$ cat src/rtl/mips_mux_pkg.sv
// Shared defaults and buffer state encoding for the pipelined N-to-1 mux.
// Latency: n/a (declarations only).
// Backpressure: n/a (declarations only).
//
// Contents: default WIDTH/NUM_IN and the EMPTY/ONE/TWO occupancy states.
package mips_mux_pkg;

  localparam int DEF_WIDTH  = 32;
  localparam int DEF_NUM_IN = 4;

  // Occupancy of the two-entry (head + skid) buffer.
  typedef enum logic [1:0] {
    ST_EMPTY = 2'd0,
    ST_ONE   = 2'd1,
    ST_TWO   = 2'd2
  } buf_state_e;

endpackage

$ cat src/rtl/mux_nto1.sv
// Combinational N-to-1 word selector with out-of-range detection.
// Latency: 0 cycles (pure combinational).
// Backpressure: none; output follows inputs every cycle.
//
// Ports: in_data (NUM_IN packed words, word k at [k*WIDTH +: WIDTH]),
//        sel (index), out_data (selected word, 0 when out of range),
//        sel_err (high when sel >= NUM_IN).
module mux_nto1
  import mips_mux_pkg::*;
#(
  parameter int WIDTH  = DEF_WIDTH,
  parameter int NUM_IN = DEF_NUM_IN,
  parameter int SEL_W  = $clog2(NUM_IN)
) (
  input  logic [NUM_IN*WIDTH-1:0] in_data,
  input  logic [SEL_W-1:0]        sel,
  output logic [WIDTH-1:0]        out_data,
  output logic                    sel_err
);

  // Start from "no match": an index no input claims yields zero data and
  // the error flag, which covers non-power-of-two NUM_IN.
  always_comb begin
    out_data = '0;
    sel_err  = 1'b1;
    for (int k = 0; k < NUM_IN; k++) begin
      if (sel == SEL_W'(k)) begin
        out_data = in_data[k*WIDTH +: WIDTH];
        sel_err  = 1'b0;
      end
    end
  end

endmodule

$ cat src/rtl/mux_nto1_pipe.sv
// Pipelined N-to-1 mux: selects a word at acceptance and buffers it in a 2-deep head+skid FIFO.
// Latency: 1 cycle from acceptance to out_valid when the buffer was empty; 1 beat/cycle sustained.
// Backpressure: valid/ready; in_ready is registered from occupancy only (low when both entries full).
//
// Ports: clk, rst_n (sync, active-low), in_data/sel/in_valid/in_ready (upstream),
//        flush (drop buffered beats), out_data/out_valid/out_ready (downstream),
//        sel_err (sticky until reset: an out-of-range sel was accepted).
module mux_nto1_pipe
  import mips_mux_pkg::*;
#(
  parameter int WIDTH  = DEF_WIDTH,
  parameter int NUM_IN = DEF_NUM_IN,
  parameter int SEL_W  = $clog2(NUM_IN)
) (
  input  logic                    clk,
  input  logic                    rst_n,
  input  logic [NUM_IN*WIDTH-1:0] in_data,
  input  logic [SEL_W-1:0]        sel,
  input  logic                    in_valid,
  output logic                    in_ready,
  input  logic                    flush,
  output logic [WIDTH-1:0]        out_data,
  output logic                    out_valid,
  input  logic                    out_ready,
  output logic                    sel_err
);

  buf_state_e       state_q, state_d;
  logic [WIDTH-1:0] head_q, head_d;
  logic [WIDTH-1:0] skid_q, skid_d;
  logic             sel_err_q, sel_err_d;
  logic             in_ready_q, in_ready_d;

  logic [WIDTH-1:0] mux_word;
  logic             mux_err;
  logic             accept;
  logic             consume;

  // Selection happens on the incoming beat, so the stored word never
  // depends on in_data from a later cycle.
  mux_nto1 #(
    .WIDTH  (WIDTH),
    .NUM_IN (NUM_IN),
    .SEL_W  (SEL_W)
  ) u_sel (
    .in_data  (in_data),
    .sel      (sel),
    .out_data (mux_word),
    .sel_err  (mux_err)
  );

  assign out_valid = (state_q != ST_EMPTY);
  assign accept    = in_valid & in_ready_q;
  assign consume   = out_valid & out_ready;

  always_comb begin
    state_d   = state_q;
    head_d    = head_q;
    skid_d    = skid_q;
    // An out-of-range beat still counts as accepted even if flushed.
    sel_err_d = sel_err_q | (accept & mux_err);

    case (state_q)
      ST_EMPTY: begin
        if (accept) begin
          head_d  = mux_word;
          state_d = ST_ONE;
        end
      end
      ST_ONE: begin
        if (accept && consume) begin
          head_d = mux_word;
        end else if (accept) begin
          skid_d  = mux_word;
          state_d = ST_TWO;
        end else if (consume) begin
          state_d = ST_EMPTY;
        end
      end
      ST_TWO: begin
        // in_ready is low here, so only a consume can move the buffer.
        if (consume) begin
          head_d  = skid_q;
          state_d = ST_ONE;
        end
      end
      default: begin
        state_d = ST_EMPTY;
      end
    endcase

    if (flush) begin
      state_d = ST_EMPTY;
    end

    // Registered ready: derived from next occupancy, so no path from out_ready.
    in_ready_d = (state_d != ST_TWO);
  end

  always_ff @(posedge clk) begin
    if (!rst_n) begin
      state_q    <= ST_EMPTY;
      head_q     <= '0;
      skid_q     <= '0;
      sel_err_q  <= 1'b0;
      in_ready_q <= 1'b1;
    end else begin
      state_q    <= state_d;
      head_q     <= head_d;
      skid_q     <= skid_d;
      sel_err_q  <= sel_err_d;
      in_ready_q <= in_ready_d;
    end
  end

  // Stale head contents are masked so an empty buffer always shows zero.
  assign out_data = out_valid ? head_q : '0;
  assign in_ready = in_ready_q;
  assign sel_err  = sel_err_q;

endmodule

$ cat config.mk
export PLATFORM = sky130hd
export DESIGN_NAME = mux_nto1_pipe
export DESIGN_NICKNAME = d
export VERILOG_FILES = /design/src/rtl/mips_mux_pkg.sv /design/src/rtl/mux_nto1.sv /design/src/rtl/mux_nto1_pipe.sv
export SDC_FILE = /design/constraint.sdc
export NUM_CORES = 1
export LEC_CHECK = 0
export ABC_AREA = 1
export ABC_CLOCK_PERIOD_IN_PS = 1900
export CAP_MARGIN = 20
export CORE_MARGIN = 1.5
export CORE_UTILIZATION = 40
export CTS_CLUSTER_SIZE = 8
export DETAILED_ROUTE_END_ITERATION = 8
export PLACE_DENSITY_LB_ADDON = 0.3
export SLEW_MARGIN = 20
export SYNTH_ARGS = -nofsm -noshare
export SYNTH_HDL_FRONTEND = slang
export SYNTH_SLANG_ARGS = --single-unit
$ cat constraint.sdc
create_clock -name clk -period 1.9 [get_ports clk]
set_input_delay 0.475 -clock clk [delete_from_list [all_inputs] [get_ports clk]]
set_output_delay 0.475 -clock clk [all_outputs]
set_load 0.005 [all_outputs]
* Yosys cells after proc, flatten, opt, wreduce, memory -nomap -nowiden
Cells that the tools add are included.
Word-level totals: bits in registers 68, bits of input ports 135, word-level logic and storage cells 46
Operators by class: eq/ne operators 9, mux-type cells 20, bitwise operators 5, reductions and logical operators 7
Operators by type and width (count):
- two-way mux 32 bit | 8
- one-hot mux 32 bit (3 select lines) | 1
- two-way mux 2 bit | 6
- inequality test 2 bit, second input constant | 4
- equality test 2 bit, second input constant | 3
- one-hot mux 2 bit (3 select lines) | 1
- equality test 2 x 1 -> 1 bit, second input constant | 2
- zero test 2 bit | 2
- two-way mux 1 bit | 4
- AND reduction 4 bit | 1
- AND 1 bit | 3
- AND reduction 3 bit | 1
- nonzero test 3 bit | 1
- nonzero test 2 bit | 1
- logical AND 1 bit | 1
- NOT 1 bit | 1
- bitwise OR 1 bit | 1

* Longest topological paths before layout
Gate-level depths: netlist (run 1).
depth after elaboration 8, gate-level depth with buffers 8

* By module
Synthesis (run 1) repeated with hierarchy kept, for this count alone.
Second synthesis, totals: cells, all modules 701, area, all modules 4229.1 um^2
Modules (own cells, without submodules):
- mux_nto1_pipe | times used 1, cells an instance 513, area an instance 3249.4 um^2
- mux_nto1 | times used 1, cells an instance 188, area an instance 979.7 um^2

* Worst setup path before layout (run 1)
No wires, ideal clock.
path type reg-to-output, from register state_q[0], to output port out_data[10], arrival 0.919 ns, required time 1.425 ns, setup slack 0.506 ns, stages on the path, launching flop included 6, buffers on the path 1, path through dfxtp_1 inv_1 nand2_2 inv_1 clkbuf_1 nor2_1
Between the ends: word-level cells in the longest chain between the ends 2
Ends and longest elaborated chain:
- from (decl) | line mux_nto1_pipe.sv:28 | buf_state_e state_q, state_d;
- from (signal assigned) | line mux_nto1_pipe.sv:108 | state_q <= state_d;
- nonzero test 2 bit | line mux_nto1_pipe.sv:52 | assign out_valid = (state_q != ST_EMPTY);
- net out_valid | line mux_nto1_pipe.sv:23 | output logic out_valid,
- two-way mux 32 bit | line mux_nto1_pipe.sv:117 | assign out_data = out_valid ? head_q : '0;
- to (decl) | line mux_nto1_pipe.sv:22 | output logic [WIDTH-1:0] out_data,
The timed path passes the listed nets, and every way through them passes these cells.

* Worst setup path after layout (run 1)
from register state_q[0], to output port out_data[22]
Between the ends: word-level cells in the longest chain between the ends 2
Ends and longest elaborated chain (line):
- nonzero test 2 bit | mux_nto1_pipe.sv:52
- two-way mux 32 bit | mux_nto1_pipe.sv:117
No other way between the ends.

==> results.md, run 1 <==
- Status: finished, final reports clean
- Setup TNS: 0 ns
- Worst slack, placed: about 0.047 ns
- ANT nets after route: 0
- Post-Layout Cell Count: roughly 1,000
- Post CTS Setup Buffer Count: 0
- Power Dens Cells: between 500 and 600 nW/um^2
- Remaining DRCs: 0
- Warnings, synthesis: 0
- Synth area leaders: dfxtp_1, nand2_1, nand3_1
- Nets: 1,006
- Startpoint class of the critical path: flop
- Finished Cell Area: 6280 um^2
- Share of layout cells above drive strength 1: 0.0594
- H-Tree Depth: 3
- Seq/Total Area, Yosys: 0.318
- Worst-case clock buffer depth: 2
- Post-synthesis instance area: 4280 um^2
- Routed WL: between 10,000 and 15,000 um
- Final setup violation count: 0
- CP max FO: 9
- Static leakage: ~3 nW
- Initial antenna violation count: 0
- Synth Register Bits: 68
- Root Buffer: clkbuf_8
- Post-layout util: 0.606
- Area after DPL: a little over 6000 um^2
- Fin Clk Skew: 0.00668 ns
- Slew HR: 0.631
- Crit path launch: state_q[0]
- Reg clk slew, reported paths: around 0.070 ns
- RSZ-0062 raised after global routing: true
- Flop2flop setup slack: 0.50 ns
- HPWL after DPL: 9490 um
- Slew Limit Fails: 0
- Final worst slack: between 0.001 and 0.0015 ns
- Vias in the first global route: about 4,600
- Crit end category: primary output
- FF-to-FF End: head_q[24]
- Tightest Hold Check Type: reg -> reg
- DRT iter0 DRCs: 258
- Syn avg cell area: around 5.9 um^2
- Worst-margin pin slew: about 0.55 ns
- WP data arrival: roughly 1.4 ns
- Number of distinct library cells after synthesis: 22
- Full die area: around 11,000 um^2
- Worst-Skew Late Latency: 0.34 ns
- Initial Util: 0.413
- Total power draw: 3.70 mW
- Area growth from synthesis to layout: 46.8%
- Sink Count: 68
- Post-synthesis cell count: about 700
- Final Hold Fails: 0
- PortBufs: 169
- CTS tree: done
- Cell taking the most area after synthesis: dfxtp_1
- Crit path max-delay cell type: dfxtp_2
- Tmin final: between 1.5 and 2 ns
- Yosys top cell area share: 0.318
- # rows: 37
- Pin count of the biggest net entering global routing: a little under 70
- Critical-path cell list: inv_1 > nand2_2 > inv_4 > clkbuf_16 > nor2_1 > dlygate4sd2_1
- Required time of the worst setup path: approximately 1.4 ns
- WL/cell: between 10 and 15 um
- Chip Height: 106 um
- R2r startpoint: state_q[0]
- Hold Slack: approximately 0.43 ns
- CP Class: reg -> out
- Antenna diodes: 0
- R2R depth: 9
- DIE WIDTH: 106 um
- First-pass GRT wire length: 21,500 um
- TritonRoute pass-1 iters: 5
- Syn nets: about 860
- Via Count: 5,061
- Fmax: about 530 MHz
- CTS Buf Count: 9
- GP Congestion: 0.817
- CP endpoint: out_data[22]
- Max_cap viols: 0
- VDD IR max: approximately 0.00039 V
- All-layer global routing usage: 0.235
- Vias/cell: approximately 5
- Number of top-level pins: 170
- Hold_buf cts: 0
- Max incr delay on CP: approximately 0.32 ns
- GRT overflow: 0
- Final worst path period share: 0.999
- Post-placement cell count: just under 1,000
- Core box area: 10,400 um^2
-- registers in the layout (all words and copies together) (netlist names) --
signal and cells:
head_q 32, sel_err 1, in_ready 1, state_q 2, skid_q 32
-- Yosys cell counts --
cell type	number
buf_2	18
o21ai_1	2
or2_2	2
clkbuf_1	14
nand2_1	166
inv_1	71
or2_1	28
buf_1	2
buf_4	9
inv_4	1
nand2_2	3
o21ai_0	31
nand3_4	1
nor2_1	129
nor2_8	1
dfxtp_1	68
inv_2	1
nand4_1	1
or2_0	2
a21oi_1	65
nand3_1	99
buf_6	6
-- worst max-delay path: cells and delay by family, from the launching register on --
family / cells / cell delay, ns
buffers and inverters: 4 / 0.64
DFF: 1 / 0.32
and+or+nand+nor: 2 / 0.13
-- what timing repair did --
item,in CTS,in global routing
resized for setup,36,4
setup endpoints to repair,33,33
gates cloned,1,1
pin swaps,0,1
-- per-layer routing --
metal	share of wire	track usage	up-vias	wire length [um]
met4	0.015	0.0724	0	212
met3	0.066	0.0343	18	903
met2	0.49	0.420	173	6700
li1	-	-	2551	-
met5	0	0	-	0
met1	0.43	0.291	2319	5960
-- worst min path at each step --
stage | cells after the start | from | slack, ns | to
floorplan | 2 | sel_err | 0.42 | sel_err
global placement | 2 | sel_err | 0.41 | sel_err
detailed placement | 2 | sel_err | 0.42 | sel_err
CTS | 2 | sel_err | 0.44 | sel_err
global route | 2 | sel_err | 0.49 | sel_err
finish | 2 | sel_err | 0.43 | sel_err
-- kinds of logic (layout without fill, tap and decap cells) --
group | after synthesis | in the layout | share of synthesized area
buf+inv | 122 | 278 | 0.131
flops | 68 | 68 | 0.318
simple gates | 432 | 432 | 0.436
compound gates | 98 | 98 | 0.115
-- final cells by class --
| cell class | count | area (um^2) |
|---|---|---|
| clock inverter | 5 | 75.1 |
| inverter | 73 | 279 |
| clock buffer | 11 | 141 |
| fill | 951 | 4090 |
| multi-input combinational | 530 | 2360 |
| sequential | 68 | 1360 |
| tap | 136 | 170 |
| timing repair buffer | 189 | 1890 |
-- power breakdown --
| part | leakage (nW) | internal [mW] | switching (mW) |
|---|---|---|---|
| Clock | 0.113 | 0.769 | 0.548 |
| Combinational | 2.29 | 0.444 | 0.421 |
| Sequential | 0.558 | 1.50 | 0.0198 |
| Total | 2.96 | 2.72 | 0.989 |
-- placed cells by master (no fill, tap or decap), drive strengths merged --
cell type,instances
nand2,169
inv,73
or2,32
buf,22
clkbuf,12
nand3,100
dlymetal6s2s,1
clkdlybuf4s50,133
o21ai,33
clkinv,3
a21oi,65
nand4,1
bufinv,2
dlygate4sd2,32
dfxtp,68
nor2,130
No activity file was read; power rests on OpenSTA's default activity.
==> run 2, diff against run 1 <==
==> constraint.sdc (replaced) <==
create_clock -name clk -period 1.9 [get_ports clk]
set_input_delay 0.285 -clock clk [delete_from_list [all_inputs] [get_ports clk]]
set_output_delay 0.285 -clock clk [all_outputs]
set_load 0.005 [all_outputs]
==> run 2 against run 1 <==
- die area unchanged
- final cell count decreased by 0.69%
- final area fell by 1.8%
- clock power is 11% lower
- clock-buffer cell count increased by 1
==> results.md, run 2 (synthesis gave the netlist of run 1 again) <==
- Status: finished, final reports clean
- Max_cap viols: 0
- Remaining DRCs: 0
- R2r startpoint: state_q[1]
- First-pass GRT wire length: roughly 22,000 um
- Worst-margin pin slew: between 0.5 and 0.6 ns
- # rows: 37
- Antenna diodes: 0
- Fin Clk Skew: around 0.013 ns
- PortBufs: approximately 170
- Area growth from synthesis to layout: 44.2%
- CTS tree: done
- Crit end category: primary output
- Worst-case clock buffer depth: 2
- CP Class: reg -> out
- Sink Count: 68
- Vias/cell: about 5
- Number of top-level pins: 170
- R2R depth: 7
- Pin count of the biggest net entering global routing: between 60 and 70
- Final setup violation count: 0
- WL/cell: roughly 14 um
- Final Hold Fails: 0
- Power Dens Cells: between 500 and 600 nW/um^2
- Worst-Skew Late Latency: around 0.33 ns
- Core box area: 10,400 um^2
- Hold Path Depth: 2
- WP data arrival: ~1.5 ns
- Initial antenna violation count: 0
- All-layer global routing usage: 0.237
- Biggest regs: head_q: 32 flops, skid_q: 32 flops, state_q: 2 flops
- ANT nets after route: 0
- Hold_buf cts: 0
- Initial Util: 0.413
- Final worst slack: 0.0802 ns
- CTS Buf Count: 9
- Share of layout cells above drive strength 1: 0.0541
- Root Buffer: clkbuf_8
- WHS Endpoint: sel_err
- Startpoint class of the critical path: flop
- Routed WL: about 14,000 um
- Tmin final: roughly 1.8 ns
- Flop2flop setup slack: around 0.56 ns
- Required time of the worst setup path: 1.62 ns
- DIE WIDTH: 106 um
- Most frequent cells in the layout: nand2_1, clkdlybuf4s50_1, nor2_1
- VDD IR max: about 0.00039 V
- Tightest Hold Check Type: reg -> reg
- TritonRoute pass-1 iters: 5
- GP Congestion: between 0.8 and 0.9
- GRT overflow: 0
- Commonest non-fill, non-tap cell in the layout: nand2_1
- CP max FO: 6
- Chip Height: between 100 and 150 um
- Nets: about 1,000
- RSZ-0062 raised after global routing: false
- Setup TNS: 0 ns
- Via Count: 5,043
- Slew Limit Fails: 0
- Static leakage: about 2.9 nW
- Hold Slack: between 0.4 and 0.5 ns
- DRT iter0 DRCs: 340
- Worst slack, placed: 0.0928 ns
- Slew HR: 0.605
- HPWL after DPL: approximately 9500 um
- H-Tree Depth: 3
- Worst hold start: sel_err
- Full die area: 11,300 um^2
- Fmax: about 550 MHz
- FF-to-FF End: head_q[23]
- Final worst path period share: 0.958
- Post-layout util: 0.595
- Vias in the first global route: 4,768
- Reg clk slew, reported paths: 0.07 ns
==> run 2: cell count changes in the layout (fill, tap and decap cells not counted), sizes merged <==
cell	change
buf	-4
bufinv	-1
clkdlybuf4s50	+5
clkinv	-2
dlygate4sd2	-5
==> run 2: cell type report <==
class / count / area (um^2)
clock buffers: 12 / 155
clock inverters: 2 / 35.0
fillers: 976 / 4200
inverters: 73 / 277
multi-input cells: 530 / 2370
flip-flops and latches: 68 / 1360
well taps: 136 / 170
repair buffers: 184 / 1800
==> run 2: repair_timing <==
item / in CTS / in global routing
cloned: 0 / 0
setup buffers: 2 / 0
resized for setup: 33 / 1
setup endpoints to repair: 32 / 1
==> run 2: metal layers <==
layer / share of wire / global-route usage
met2: 0.50 / 0.434
met5: 0 / 0
met4: 0.014 / 0.0705
met3: 0.072 / 0.0423
met1: 0.42 / 0.281
==> run 2: worst max-delay path by stage <==
stage / from / to / slack (ns) / cells past startpoint
global route: state_q[0] / out_data[24] / 0.001 / 5
detailed placement: state_q[0] / out_data[31] / 0.09 / 6
global placement: state_q[0] / out_data[31] / 0.15 / 6
finish: state_q[0] / out_data[24] / 0.08 / 5
floorplan: state_q[0] / out_data[10] / 0.70 / 5
CTS: state_q[0] / out_data[23] / 0.08 / 5
==> run 2: per-stage QoR <==
stage               power [mW]  cell area, um^2  std cells
floorplan                 1.99             4280        720
global placement          2.37             5980        989
CTS                       3.56             6170       1005
global route              3.72             6170       1005
finish                    3.54             6170       1005
detailed placement        2.40             5980        989
==> run 2: critical path: stages (launching register included) <==
cell and delay [ns]:
dfxtp_2 0.33, inv_1 0.08, nand2_4 0.09, inv_2 0.07, nor2_1 0.12, clkdlybuf4s50_1 0.52
==> run 2: where the power goes <==
| group | switching, mW | internal, mW |
|---|---|---|
| sequential | 0.0204 | 1.50 |
| combinational | 0.415 | 0.428 |
| clock | 0.514 | 0.663 |
| total | 0.949 | 2.59 |
